`src/rtl/serial_adder_pkg.sv`:
```
// Shared types and helpers for the bit-serial adder controller.
package serial_adder_pkg;

  typedef enum logic [1:0] {
    IDLE = 2'd0,
    RUN  = 2'd1,
    DONE = 2'd2
  } state_e;

  // Bit-counter width; a 1-bit operand still needs a 1-bit counter.
  function automatic int cnt_w(int width);
    return (width <= 1) ? 1 : $clog2(width);
  endfunction

endpackage

```
`src/rtl/full_adder.sv`:
```
// Single-bit full-adder cell used as the shared serial datapath.
module full_adder (
  input  logic a,
  input  logic b,
  input  logic ci,
  output logic sum,
  output logic co
);

  assign sum = a ^ b ^ ci;
  assign co  = (a & b) | (ci & (a ^ b));

endmodule

```
`src/rtl/serial_adder_ctrl.sv`:
```
// Bit-serial add controller: one full-adder cell, LSB first, WIDTH cycles per op.
// Optional subtract mode is enabled with the SERIAL_ADDER_SUB_EN macro.
module serial_adder_ctrl
  import serial_adder_pkg::*;
#(
  parameter int WIDTH = 8
) (
  input  logic             clk,
  input  logic             rst,
  input  logic             in_valid,
  output logic             in_ready,
  input  logic [WIDTH-1:0] a,
  input  logic [WIDTH-1:0] b,
  input  logic             ci,
`ifdef SERIAL_ADDER_SUB_EN
  input  logic             sub,
`endif
  output logic             out_valid,
  input  logic             out_ready,
  output logic [WIDTH-1:0] sum,
  output logic             co,
  output logic             busy,
  output state_e           state_dbg
);

  // Handshakes: a transfer happens on a rising edge where valid and ready
  // are both high; ready/valid here depend on state only.

  localparam int                CNT_W = cnt_w(WIDTH);
  localparam logic [CNT_W-1:0] LAST  = CNT_W'(WIDTH - 1);

  state_e             state;
  logic [WIDTH-1:0]   a_sh;
  logic [WIDTH-1:0]   b_sh;
  logic [WIDTH-1:0]   sum_sh;
  logic [WIDTH-1:0]   sum_next;
  logic [WIDTH-1:0]   b_eff;
  logic               carry;
  logic               carry_init;
  logic [CNT_W-1:0]   cnt;
  logic               fa_sum;
  logic               fa_co;

`ifdef SERIAL_ADDER_SUB_EN
  // Two's-complement subtract: a + ~b + 1; co=1 means no borrow.
  assign b_eff      = sub ? ~b : b;
  assign carry_init = sub ? 1'b1 : ci;
`else
  assign b_eff      = b;
  assign carry_init = ci;
`endif

  full_adder u_fa (
    .a   (a_sh[0]),
    .b   (b_sh[0]),
    .ci  (carry),
    .sum (fa_sum),
    .co  (fa_co)
  );

  generate
    if (WIDTH == 1) begin : g_w1
      assign sum_next = fa_sum;
    end else begin : g_wn
      assign sum_next = {fa_sum, sum_sh[WIDTH-1:1]};
    end
  endgenerate

  always_ff @(posedge clk or posedge rst) begin
    if (rst) begin
      state  <= IDLE;
      a_sh   <= '0;
      b_sh   <= '0;
      sum_sh <= '0;
      carry  <= 1'b0;
      cnt    <= '0;
    end else begin
      case (state)
        IDLE: begin
          if (in_valid) begin
            a_sh  <= a;
            b_sh  <= b_eff;
            carry <= carry_init;
            cnt   <= '0;
            state <= RUN;
          end
        end
        RUN: begin
          a_sh   <= a_sh >> 1;
          b_sh   <= b_sh >> 1;
          sum_sh <= sum_next;
          carry  <= fa_co;
          cnt    <= cnt + CNT_W'(1);
          if (cnt == LAST) state <= DONE;
        end
        DONE: begin
          if (out_ready) state <= IDLE;
        end
        default: state <= IDLE;
      endcase
    end
  end

  assign in_ready  = (state == IDLE);
  assign out_valid = (state == DONE);
  assign busy      = (state == RUN) || (state == DONE);
  assign sum       = sum_sh;
  assign co        = carry;
  assign state_dbg = state;

endmodule
```
`config.mk`:
```
export PLATFORM = sky130hd
export DESIGN_NAME = serial_adder_ctrl
export DESIGN_NICKNAME = d
export VERILOG_FILES = /design/src/rtl/serial_adder_pkg.sv /design/src/rtl/full_adder.sv /design/src/rtl/serial_adder_ctrl.sv
export SDC_FILE = /design/constraint.sdc
export NUM_CORES = 1
export LEC_CHECK = 0
export ABC_AREA = 0
export BUFFER_PORTS_ARGS = -buffer_cell sky130_fd_sc_hd__buf_2
export CAP_MARGIN = 30
export CORE_MARGIN = 3
export CORE_UTILIZATION = 47
export CTS_BUF_LIST = sky130_fd_sc_hd__clkbuf_16
export DETAILED_ROUTE_END_ITERATION = 7
export GPL_TIMING_DRIVEN = 0
export PLACE_DENSITY = 0.74
export SLEW_MARGIN = 20
export SYNTH_ARGS = -nofsm -noshare
export SYNTH_HDL_FRONTEND = slang
export SYNTH_HIERARCHICAL = 1
export SYNTH_SLANG_ARGS = --single-unit
```
`constraint.sdc`:
```
create_clock -name clk -period 1.4 [get_ports clk]
set_input_delay 0.21 -clock clk [delete_from_list [all_inputs] [get_ports clk]]
set_output_delay 0.21 -clock clk [all_outputs]
set_load 0.02 [all_outputs]
```
# Word-level counts from Yosys, hierarchy flattened
# Cells that the tools add are included.
# totals
register_bits,30
inputBits,21
output_inout_bits,14
elab_cells,35
# op_classes
addsub,1
n_eq_ne,6
n_mux,12
n_bitwise,5
reduce_logical,5
# op_table
operator,count
case mux 8 bit (2 select lines),2
two-way mux 8 bit,2
two-way mux 2 bit,3
case mux 2 bit (3 select lines),1
case mux 3 bit (2 select lines),1
"!= test 2 bit, second input constant",2
"adder 3 x 1 -> 3 bit, second input constant",1
"== test 3 bit, second input constant",1
two-way mux 3 bit,1
AND reduction 3 bit,1
AND 1 bit,2
"== test 2 x 1 -> 1 bit, second input constant",1
"== test 2 bit, second input constant",1
zero test 2 bit,1
"!= test 2 x 1 -> 1 bit, second input constant",1
case mux 1 bit (2 select lines),1
AND reduction 2 bit,1
nonzero test 2 bit,1
bitwise XOR 1 bit,2
logical OR 1 bit,1
two-way mux 1 bit,1
bitwise OR 1 bit,1

# Longest topological paths before layout
# Gate-level depths: netlist of the first run.
# depth
depth_word,4
mapped_depth,6

# Modules after synthesis
# The synthesis of the first run kept the hierarchy.
# modules_own_cells
mod,n_inst,cells_each,area_each_um2
serial_adder_ctrl,1,118,1410.1
full_adder,1,1,20.0

# Worst setup path before layout of the first run
# OpenSTA, ideal clock, no wires.
# synth_path
kind,flip-flop to flip-flop
startpoint,"register state[0], in the netlist state_dbg[0]"
endpoint,"register state[0], in the netlist state_dbg[0]"
setup_ns,0.125
t_arrival_ns,1.686
required_ns,1.275
slack_ns,-0.411
path_stages_with_launch,6
path_buffers,0
synth_period_minus_slack_ns,1.811
path_cell_list,dfrtp_1 > inv_1 > ha_1 > nor2b_1 > a221oi_2 > mux2_2
# synth_via
elab_chain_len,3
elab_cells_between_ends,8
classes_between,eq/ne: 5; mux: 1; reduce/logical: 2
# synth_lines
item,line,rtl
from (decl),serial_adder_ctrl.sv:32,state_e state;
from (signal assigned),serial_adder_ctrl.sv:71,state <= IDLE;
from (signal assigned),serial_adder_ctrl.sv:85,state <= RUN;
from (signal assigned),serial_adder_ctrl.sv:94,if (cnt == LAST) state <= DONE;
zero test 2 bit *,-,
named net in_ready,serial_adder_ctrl.sv:11,"output logic in_ready,"
!= test 2 bit (no source line),-,
AND reduction 3 bit (no source line),-,
# The timed path passes the listed nets; every way through them passes the cells marked *.
# A chain may end at the register's enable or synchronous reset.

# Worst setup path after layout of the first run
# layout_path
startpoint,register cnt[0]
endpoint,"register state[1], in the netlist state_dbg[1]"
# layout_via
elab_chain_len,3
# layout_lines
item,line,rtl
from (decl),serial_adder_ctrl.sv:40,logic [CNT_W-1:0] cnt;
from (signal assigned),serial_adder_ctrl.sv:93,cnt <= cnt + CNT_W'(1);
== test 3 bit,serial_adder_ctrl.sv:94,
!= test 2 bit (no source line),-,
AND reduction 3 bit (no source line),-,
to (signal assigned),serial_adder_ctrl.sv:94,
to (signal assigned),serial_adder_ctrl.sv:97,if (out_ready) state <= IDLE;
to (signal assigned),serial_adder_ctrl.sv:99,default: state <= IDLE;
# Every way passes these cells.

==> results of run 1 <==
-- worst paths after layout --
path / start / end / slack [ns]
max: cnt[0]$_DFFE_PP0P_ / state_dbg[1]$_DFFE_PP0P_ / -0.13
min: b[4] / b_sh[4]$_DFFE_PP0P_ / 0.21
max reg2reg: cnt[0]$_DFFE_PP0P_ / state_dbg[1]$_DFFE_PP0P_ / -0.13
min reg2reg: a_sh[7]$_DFFE_PP0P_ / a_sh[7]$_DFFE_PP0P_ / 0.48
max in group asynchronous: rst / a_sh[3]$_DFFE_PP0P_ / 0.38
min in group asynchronous: rst / state_dbg[1]$_DFFE_PP0P_ / 0.51
-- cells by family after synthesis --
logic type,share of synthesized area (%)
simple gates,7.174
buf+inv,5.511
compound gates,8.836
fa+ha+maj,6.649
flops,52.49
mux,19.33
-- power by group --
group,internal (mW),switching [mW],leakage [nW]
Clock,0.630,0.373,0.0632
Sequential,1.31,0.365,0.371
Combinational,2.06,1.71,0.631
-- cells in the final DEF, fill, tap and decap left out, types with 2 or more instances in the layout --
master,count
ha_2,2
clkbuf_16,5
o21ai_1,11
buf_6,7
ha_4,3
dfrtp_1,28
mux2i_1,12
inv_1,2
dfrtp_2,2
o21ai_2,5
buf_8,6
mux2_4,8
buf_12,4
nand2_2,13
inv_2,2
mux2i_4,3
buf_4,10
buf_2,32
mux2_2,2
a32o_1,2
nand2_4,3
nand2_1,4
-- critical path: cells and delay by family, from the launching register on --
family / cells / cell delay, ns
flops: 1 / 0.39
compound gates: 1 / 0.33
buf+inv: 1 / 0.04
fa+ha+maj: 2 / 0.33
mux: 1 / 0.33
-- registers in the layout, indices dropped and copies added, names as in the netlist --
register / count
state_dbg: 2
cnt: 3
co: 1
sum: 8
b_sh: 8
a_sh: 8
-- metrics by stage --
stage | TNS, ns | cells | total power [mW] | hold WS [ns]
2_1_floorplan | -2.340 | 119 | 3.303 | 0.3007
3_3_place_gp | -3.137 | 184 | 3.701 | 0.4610
3_5_place_dp | -4.331 | 185 | 3.828 | 0.2652
4_1_cts | -0.5264 | 198 | 5.183 | 0.2073
5_1_grt | -3.119 | 210 | 6.780 | 0.2256
6_report | -2.018 | 210 | 6.447 | 0.2090
-- per-layer routing --
metal | vias to the layer above | track usage [%] | part of all wire, %
met5 | - | 0 | 0
met4 | 0 | 11.15 | 1.7
li1 | 534 | - | -
met3 | 8 | 4.612 | 5.1
met1 | 581 | 20.83 | 41
met2 | 29 | 32.18 | 52
-- layout make-up --
class / instances / area (um2)
tap: 31 / 38.79
clock buffer: 5 / 125.1
buffer: 6 / 105.1
sequential: 30 / 753.2
timing repair buffer: 54 / 389.1
inverter: 5 / 21.27
multi-input combinational: 78 / 803.3
fill: 168 / 589.3
clock inverter: 1 / 3.754
-- timing repair --
item                                    CTS  global route
buffers inserted                          6            10
gates resized for setup                  16            68
hold endpoints to repair                 12             0
cloned                                    0             3
endpoints found under the setup margin   31            24
pin swaps                                 2            15
hold buffers                              1             0
==> flow_summary.toml, run 1 <==
[place]
place_area_um2 = 1688
io_buffers = 34
place_congestion = 0.7362
hpwl_um = 2023
place_ws_ns = -0.2506

[setup_path]
cp.arrival_ns = 1.70
path_class = "reg2reg"
cp-end-kind = "flop"
required_ns = 1.56
critical-path-max-stage-delay_ns = 0.39
cp_cell_sequence = "ha_2 -> ha_4 -> inv_2 -> a221oi_4 -> mux2_4"
cp_slowest_cell = "dfrtp_1"
cp-start-kind = "flop"
r2r_cells = 5
worstPathMaxFanout = 2

[drt]
postRouteAntennaNets = 0
drt-vias-per-instance = 5.486
route.detailed.drc = 0
drt-initial-drc-count = 33
wire_per_inst_um = 18.07
vias = 1152
drt_first_pass_iters = 4
wirelength_um = 3795

[timing]
finClkSkew_ns = 0.009872
worst_slew_pin_slew_ns = 0.5165
relSlewSlack_pct = 65.53
rsz0062_at_grt = "yes"
max_freq_mhz = 652.5
drv_slew = 0
finalHoldViolations = 0
layout_setup_ws_ns = -0.1327
setup_viol = 22
min_period_ns = 1.533
fin_crit_sh_pct = 109.5

[synth]
synth_flop_cell = "dfrtp_1"
yosys.area.top_type = "dfrtp_1"
syn-num-nets = 147
yosysSeqAreaShare_pct = 52.49
async_reset_ff_share_pct = 100.0
yosysWarnings = 6
synth_most_common_cell = "dfrtp_1"
synth-seq-cells = 30
synth_edf_count = 0
syn_area_um2 = 1430
synth.distinct_cells = 18
syn_area_per_cell_um2 = 12.02
syn_inst = 119
synthTopCellsByArea = "dfrtp_1 52%, mux2i_1 10%, mux2_2 7.9%, ha_1 5.2%, nand2_1 5.2%"
yosys-top-cells-count = "30 x dfrtp_1, 20 x nand2_1, 15 x mux2i_1"
synth_top_area_share_pct = 52.49

[cells_and_area]
areaGrowthSynthToFinish_pct = 56.61
final_cell_area_um2 = 2240
drive_gt1_share_pct = 62.01
insertedDiodeCount = 0
fin_nets = 208
fin_util_pct = 79.17

[grt]
overflow = 0
grt_use_total_pct = 18.72
grt_first_pass_wirelength_um = 4954
antenna_found_initial = 0
grt_max_degree = 19
grt_pass1_vias = 1147

[floorplanning]
die_h_um = 61.16
core_um2 = 2829
ios = 35
num_rows = 19
dieArea_um2 = 3741
die_x_um = 61.16
initial_core_util_pct = 50.55

[cts]
cts_tree = "yes"
cts-buffers-inserted = 5
clk_pin_slew_ns = 0.05
cts_sinks = 30
worstSkewPairLatency_ns = 0.28
h-tree-depth = 2
cts_buffer_depth = 2
root_buffer = "clkbuf_16"

[pwr]
pwr_density_cell_nw_per_um2 = 2878
vdd_drop_max_mv = 1.660
leakagePower_nw = 1.065

[hold_path]
hold_path.class = "in2reg"
hold_depth = 3

[status]
status = "complete, but fails checks"
violations = "setup timing"

[flow_run]
maxCapViolations = 0
No activity file was read; power rests on OpenSTA's default activity.
==> inputs of run 2 (changes only) <==
--- a/config.mk
+++ b/config.mk
@@ -14,6 +14,7 @@
 export DETAILED_ROUTE_END_ITERATION = 7
 export GPL_TIMING_DRIVEN = 0
 export PLACE_DENSITY = 0.74
+export SETUP_SLACK_MARGIN = 0.15
 export SLEW_MARGIN = 20
 export SYNTH_ARGS = -nofsm -noshare
 export SYNTH_HDL_FRONTEND = slang
==> constraint.sdc (replaced) <==
create_clock -name clk -period 1.3 [get_ports clk]
set_input_delay 0.195 -clock clk [delete_from_list [all_inputs] [get_ports clk]]
set_output_delay 0.195 -clock clk [all_outputs]
set_load 0.02 [all_outputs]
==> flow_summary.toml, run 2 (synthesized netlist as in run 1, its figures left out) <==
[status]
status = "complete, but fails checks"
violations = "setup timing"

[cells_and_area]
fin_util_pct = 82.35
layout_commonest_cell = "buf_2"
mostFrequentLayoutCells = "30 x buf_2, 28 x dfrtp_1, 14 x nand2_2"
drive_gt1_share_pct = 63.19
insertedDiodeCount = 0
fin_nets = 211
areaGrowthSynthToFinish_pct = 62.90

[grt]
grt_first_pass_wirelength_um = 4954
overflow = 0
grt_max_degree = 19
antenna_found_initial = 0
grt_use_total_pct = 18.72
grt_pass1_vias = 1143

[cts]
cts_tree = "yes"
root_buffer = "clkbuf_16"
cts-buffers-inserted = 5
h-tree-depth = 2
cts_buffer_depth = 2
worstSkewPairLatency_ns = 0.28
cts_sinks = 30
clk_pin_slew_ns = 0.05

[place]
place_congestion = 0.7362
hpwl_um = 2023
io_buffers = 34

[setup_path]
cp_slowest_cell = "dfrtp_1"
cp_top_family = "flip-flops"
cp-start-kind = "flop"
r2r_end = "state_dbg[1]$_DFFE_PP0P_"
ff2ff_setup_slack_ns = -0.23
path_class = "reg2reg"
r2r-start = "cnt[0]$_DFFE_PP0P_"
cp_cell_sequence = "ha_2 -> ha_4 -> inv_2 -> a221oi_4 -> mux2_4"
r2r_cells = 5
cp-end-kind = "flop"
cp.arrival_ns = 1.69
required_ns = 1.46
critical-path-max-stage-delay_ns = 0.37
worst-path-buf-inv = 1
worstPathMaxFanout = 2

[drt]
wirelength_um = 4039
wire_per_inst_um = 18.96
drt-initial-drc-count = 45
route.detailed.drc = 0
postRouteAntennaNets = 0
drt-vias-per-instance = 5.587
vias = 1190
drt_first_pass_iters = 4

[floorplanning]
die_x_um = 61.16
num_rows = 19
die_h_um = 61.16
initial_core_util_pct = 50.55
dieArea_um2 = 3741
core_um2 = 2829
ios = 35

[pwr]
leakagePower_nw = 1.104
vdd_drop_max_mv = 2.020
power_mw = 7.314
pwr_density_cell_nw_per_um2 = 3139

[hold_path]
whs_endpoint = "a_sh[5]$_DFFE_PP0P_"
min_from = "a[5]"
hold_path.class = "in2reg"
hold_depth = 3

[timing]
setup_viol = 32
holdWs_ns = 0.1949
drv_slew = 0
fin_crit_sh_pct = 117.5
layout_setup_ws_ns = -0.2280
min_period_ns = 1.528
finalHoldViolations = 0
tns_ns = -4.060
relSlewSlack_pct = 63.84
rsz0062_at_grt = "yes"
max_freq_mhz = 654.5
finClkSkew_ns = 0.006025
worst_slew_pin_slew_ns = 0.5418

[flow_run]
maxCapViolations = 0
run 2: changes by cell type in the layout (fill, tap and decap cells not counted), sizes merged:
cell / delta
buf: +2
clkbuf: +1
run 2: stage by stage:
stage          cell area, um2  worst slack, ns  std cells
5_1_grt                  2330          -0.2792        213
3_3_place_gp             1673          -0.2809        184
6_report                 2330          -0.2280        213
4_1_cts                  1947          -0.1745        198
3_5_place_dp             1688          -0.3506        185
2_1_floorplan            1464          -0.2295        119
run 2: worst max path at each step:
stage,start,endpoint,slack [ns],cells past startpoint
CTS,cnt[0]$_DFFE_PP0P_,state_dbg[1]$_DFFE_PP0P_,-0.17,5
global placement,state_dbg[1]$_DFFE_PP0P_,a_sh[6]$_DFFE_PP0P_,-0.28,6
global route,state_dbg[0]$_DFFE_PP0P_,co$_DFFE_PP0P_,-0.28,7
floorplan,state_dbg[0]$_DFFE_PP0P_,state_dbg[0]$_DFFE_PP0P_,-0.23,5
detailed placement,state_dbg[1]$_DFFE_PP0P_,b_sh[6]$_DFFE_PP0P_,-0.35,6
finish,cnt[0]$_DFFE_PP0P_,state_dbg[1]$_DFFE_PP0P_,-0.23,5
run 2: where the power goes:
group	internal (mW)	switching, mW	leakage (nW)
logic	2.47	1.93	0.669
clock network	0.679	0.407	0.0632
registers	1.41	0.418	0.371
total	4.55	2.76	1.10
run 2: metal layers:
| metal | wire (um) | part of all wire [%] | global-route usage (%) |
|---|---|---|---|
| met1 | 1635 | 40 | 20.83 |
| met2 | 2117 | 52 | 32.18 |
| met3 | 202 | 5.0 | 4.612 |
| met4 | 84 | 2.1 | 11.15 |
| met5 | 0 | 0 | 0 |
run 2: worst register-to-register path: stages, from the launching register on:
cell      delay [ns]
dfrtp_1         0.37
ha_2            0.20
ha_4            0.13
inv_2           0.04
a221oi_4        0.34
mux2_4          0.33
run 2: final cells by class:
type / instances / area [um2]
clock inverters: 1 / 3.754
fillers: 148 / 499.2
plain buffers: 6 / 105.1
repair buffers: 57 / 456.7
inverters: 5 / 23.77
clock buffers: 5 / 125.1
multi-input cells: 78 / 823.3
flip-flops and latches: 30 / 753.2
well taps: 31 / 38.79
run 2: timing repair:
item / in CTS / in global routing
buffers inserted: 6 / 11
resized for setup: 17 / 81
hold endpoints to repair: 12 / 0
hold buffers: 1 / 0
endpoints found under the setup margin: 33 / 34
pin swaps: 2 / 15
gates cloned: 0 / 4
